**src/rtl/hex_sr_loader.sv**
```systemverilog
// Loader/peek controller for an external recirculating shift register.
// Tracks which logical slot sits at sr_q and writes or reads slots as they pass.
module hex_sr_loader #(
  parameter int LENGTH = 66,
  parameter int WIDTH  = 6
) (
  input  logic             clk,
  input  logic             rst,
  input  logic             load_start,
  input  logic             load_abort,
  input  logic             in_valid,
  input  logic [WIDTH-1:0] in_data,
  output logic             in_ready,
  input  logic             peek_req,
  input  logic [6:0]       peek_idx,
  output logic             peek_valid,
  output logic [WIDTH-1:0] peek_data,
  input  logic [WIDTH-1:0] sr_q,
  output logic             sr_recirc,
  output logic [WIDTH-1:0] sr_data,
  output logic [6:0]       rot,
  output logic             frame_sync,
  output logic             busy,
  output logic             load_done
);

  localparam logic [6:0] LAST = 7'(LENGTH - 1);

  typedef enum logic [1:0] {
    IDLE = 2'd0,
    LOAD = 2'd1,
    PEEK = 2'd2
  } state_t;

  state_t           state_q, state_d;
  logic [6:0]       rot_q, rot_d;
  logic [6:0]       next_idx_q, next_idx_d;
  logic [6:0]       peek_idx_q, peek_idx_d;
  logic             peek_valid_q, peek_valid_d;
  logic [WIDTH-1:0] peek_data_q, peek_data_d;
  logic             load_done_q, load_done_d;
  logic [6:0]       peek_idx_clamped;

  // The slot counter runs in every state so it always matches the physical rotation.
  assign rot_d            = (rot_q == LAST) ? 7'd0 : rot_q + 7'd1;
  assign peek_idx_clamped = (peek_idx > LAST) ? LAST : peek_idx;

  always_ff @(posedge clk or posedge rst) begin
    if (rst) begin
      state_q      <= IDLE;
      rot_q        <= 7'd0;
      next_idx_q   <= 7'd0;
      peek_idx_q   <= 7'd0;
      peek_valid_q <= 1'b0;
      peek_data_q  <= '0;
      load_done_q  <= 1'b0;
    end else begin
      state_q      <= state_d;
      rot_q        <= rot_d;
      next_idx_q   <= next_idx_d;
      peek_idx_q   <= peek_idx_d;
      peek_valid_q <= peek_valid_d;
      peek_data_q  <= peek_data_d;
      load_done_q  <= load_done_d;
    end
  end

  always_comb begin
    state_d      = state_q;
    next_idx_d   = next_idx_q;
    peek_idx_d   = peek_idx_q;
    peek_valid_d = 1'b0;
    peek_data_d  = peek_data_q;
    load_done_d  = 1'b0;
    in_ready     = 1'b0;
    sr_recirc    = 1'b1;
    sr_data      = sr_q;

    case (state_q)
      IDLE: begin
        if (load_start) begin
          state_d    = LOAD;
          next_idx_d = 7'd0;
        end else if (peek_req) begin
          state_d    = PEEK;
          peek_idx_d = peek_idx_clamped;
        end
      end

      LOAD: begin
        in_ready = (rot_q == next_idx_q);
        if (in_valid && in_ready) begin
          sr_recirc  = 1'b0;
          sr_data    = in_data;
          next_idx_d = next_idx_q + 7'd1;
          if (next_idx_q == LAST) begin
            state_d     = IDLE;
            next_idx_d  = 7'd0;
            load_done_d = 1'b1;
          end
        end
        // Abort still lets a concurrent transfer land but never reports completion.
        if (load_abort) begin
          state_d     = IDLE;
          next_idx_d  = 7'd0;
          load_done_d = 1'b0;
        end
      end

      PEEK: begin
        if (rot_q == peek_idx_q) begin
          peek_valid_d = 1'b1;
          peek_data_d  = sr_q;
          state_d      = IDLE;
        end
      end

      default: begin
        state_d = IDLE;
      end
    endcase
  end

  assign rot        = rot_q;
  assign frame_sync = (rot_q == 7'd0);
  assign busy       = (state_q != IDLE);
  assign peek_valid = peek_valid_q;
  assign peek_data  = peek_data_q;
  assign load_done  = load_done_q;

endmodule
```
**config.mk**
```make
export PLATFORM = sky130hd
export DESIGN_NAME = hex_sr_loader
export DESIGN_NICKNAME = d
export VERILOG_FILES = /design/src/rtl/hex_sr_loader.sv
export SDC_FILE = /design/constraint.sdc
export NUM_CORES = 1
export LEC_CHECK = 0
export ABC_AREA = 1
export BUFFER_PORTS_ARGS = -buffer_cell sky130_fd_sc_hd__buf_4
export CORE_UTILIZATION = 40
export CTS_CLUSTER_DIAMETER = 200
export DETAILED_ROUTE_END_ITERATION = 8
export PLACE_DENSITY = 0.69
export SLEW_MARGIN = 30
export SYNTH_ARGS = -nofsm -noshare
export SYNTH_HDL_FRONTEND = slang
export SYNTH_SLANG_ARGS = --single-unit
```
**constraint.sdc**
```tcl
create_clock -name clk -period 2 [get_ports clk]
set_input_delay 0.3 -clock clk [delete_from_list [all_inputs] [get_ports clk]]
set_output_delay 0.3 -clock clk [all_outputs]
set_load 0.05 [all_outputs]
```
==> results.toml <==
[clock_network]
cts_buffers = 5
clk_latency_ns = 0.28
path_clk_slew_ns = 0.07
clockRootBuffer = "clkbuf_8"
clock_path_buffers = 2
cts.sinks = 31
cts_tree = "done"
htree_levels = 2

[synthesis]
syn_nets = 263
synth_top_family_by_area = "simple AND/OR/NAND/NOR gates"
yosys.area_share.simple_pct = 33.6
synth_area_um2 = 1870
synth_cell_type_count = 28
yosys.area.top_type_share_pct = 41.4
avgSynthCellArea_um2 = 8.04
synth-seq-cells = 31
synth.area.mux_share_pct = 0
yosys.area_share.adder_pct = 3.34
yosysWarnings = 0
ys_seq_area_share_pct = 41.4
synth.largest_area_cell = "dfrtp_1"
syn-instance-count = 233
synth_compound_area_share_pct = 5.74
synth_xor_area_share_pct = 7.88
ys_top_cells_by_area = "dfrtp_1, nand2_1, nand3_1"

[finish]
mostFrequentLayoutCell = "buf_4"
final_layout_size_suffix_gt1_share_pct = 43.9
nets = 330
design_area_um2 = 2660
num_antenna_cells = 0
final_cell_mix = "buf_4, nand2_1, nand3_1"
layoutNonFillerInstCount = 353
area_growth_pct = 42.0

[power]
intPower_uw = 1370
pwr-share-clk_pct = 20.1
power.density_nw_per_um2 = 891
p_sw_uw = 997
ir_drop_mv = 0.686
comb_power_share_pct = 42.9
swShare_pct = 42.1
p_seq_share_pct = 37.0
leakagePower_uw = 0.00133

[global_routing]
grt_pass1_wl_mm = 7.30
grt_antenna_before_repair = 0
grt_start_max_net_pins = 32
gr-total-overflow = 0
grtUsageTotal_pct = 18.8
grt_pass1_vias = 1581

[routing]
routed_wl_mm = 4.18
firstDrtPassIters = 5
route.vias.total = 1688
viasPerCell = 4.78
antenna_left = 0
initialDrtViolationCount = 100
wl_per_cell_um = 11.8
drc = 0

[setup_path]
required_ns = 1.70
max_stage_delay_ns = 0.43
worstSetupEndpointType = "output pin"
cp_slowest_cell = "dfrtp_1"
critPathBufInv = 1
cp_common_cell = "nand2_8"
worstRegToRegCells = 11
cpLargestDelayFamily = "simple AND/OR/NAND/NOR gates"
arrival_ns = 1.82
start_kind = "flop"
path_class = "flop to output pin"
crit_fanout = 8
crit_cells = 9
cp_cell_sequence = "xnor2_2 > nand2_1 > nor2_2 > nand2_2 > nor2_8 > nand2_8 > nand2_4 > nand2_8 > buf_6"

[sta]
fin_ws_ns = -0.119
setup_violations = 7
hold_viol = 0
finalCritPeriodShare_pct = 106
max_freq_mhz = 472
drv_slew = 0
worst_pin_slew_ns = 0.446
rsz0062_at_grt = "yes"
finClkSkew_ns = 0.00721
maxSlewHeadroom_pct = 70.0
fin_crit_ns = 2.12

[outcome]
violations = "negative setup slack"
status = "complete, but fails checks"

[place]
dpl_cell_area_um2 = 2460
dp_hpwl_mm = 3.10
place_congestion = 0.919
port-buffer-count = 49
place_inst = 337

[floorplanning]
io_pins = 50
fp.dieW_um = 70.4
dieArea_um2 = 4960
die_h_um = 70.4
core_area_um2 = 4410
rows = 24
start_util_pct = 42.4

[hold_path]
hold_path.class = "input pin to asynchronous set/reset pin"

[job]
drv_cap = 0
## flip-flops by register name (all words and copies together), names as in the netlist
name and flops:
next_idx_q 7, peek_idx_q 7, rot 7, peek_data 6
state_q 2, load_done 1, peek_valid 1
## per-stage QoR
step                total power (uW)  util (%)  setup TNS (ns)  setup WS, ns  hold WS [ns]
floorplan                       1600         -          -0.426       -0.0746         0.363
global placement                1870      55.8               0         0.133         0.411
detailed placement              1880      55.8               0        0.0956         0.413
CTS                             2380      59.5          -0.517       -0.0974         0.104
global route                    2550      60.3           -1.24        -0.199         0.117
finish                          2370      60.3          -0.661        -0.119        0.0938
## repair_timing
| action | CTS | global route |
|---|---|---|
| endpoints found under the setup margin | 8 | 8 |
| gates resized for setup | 8 | 5 |
| buffers inserted | 7 | 1 |
| pin swaps | 1 | 0 |
| hold buffers | 0 | 0 |
## worst reg2reg max path: stages, from the launching register on
cell and delay (ns):
dfrtp_1 0.43, buf_4 0.15, buf_4 0.13, inv_1 0.05, ha_1 0.15, nand4_1 0.14, nand2_1 0.25, o21ai_2 0.08
a21oi_1 0.11, nand2_1 0.06, nand2_1 0.06, nand2_1 0.04
## layout make-up
| class | instances | area (um2) |
|---|---|---|
| inverter | 27 | 101 |
| tap | 52 | 65.1 |
| clock buffer | 6 | 72.6 |
| timing repair buffer | 65 | 510 |
| sequential | 31 | 787 |
| multi-input combinational | 170 | 1110 |
| clock inverter | 2 | 12.5 |
| fill | 400 | 1750 |
## cell usage after synthesis, drive strengths merged
cell type / instances
dfrtp: 31
o21ai: 10
buf: 4
a21oi: 2
clkbuf: 1
nor3: 4
nor4: 3
or2: 2
inv: 27
ha: 5
nand4: 1
a22o: 1
xnor2: 9
nand3: 25
nor2: 24
o41ai: 1
xor2: 7
nand2: 75
a22oi: 1
## worst paths after layout
path / start / endpoint / slack [ns]
max: next_idx_q[1] / sr_data[0] / -0.12
min: rst / peek_idx_q[5] / 0.09
max reg2reg: next_idx_q[1] / state_q[0] / 0.23
min reg2reg: peek_idx_q[3] / peek_idx_q[3] / 0.51
max in group asynchronous: rst / next_idx_q[4] / 1.59
min in group clk: load_abort / load_done / 0.21
## per-layer routing
layer	wire length [um]	vias to the layer above	global-route usage [%]	part of all wire, %
met5	0	-	0	0
li1	-	864	-	-
met2	2070	25	27.7	50
met3	102	5	4.47	2.4
met1	1950	794	26.7	47
met4	57	0	6.67	1.4
## cells by family (layout without fill, tap and decap cells)
family          count (synthesis)  in the layout
simple gates                  134            134
buf+inv                        32            100
flops                          31             31
xor+xnor                       16             16
compound gates                 15             15
fa+ha+maj                       5              5
## power groups by stage
stage               sequential [uW]  clock, uW  combinational, uW
CTS                             873        493               1010
finish                          876        477               1020
global placement                885          0                987
floorplan                      1030          0                572
global route                    891        526               1130
detailed placement              887          0                998
No activity file was read; power rests on OpenSTA's default activity.
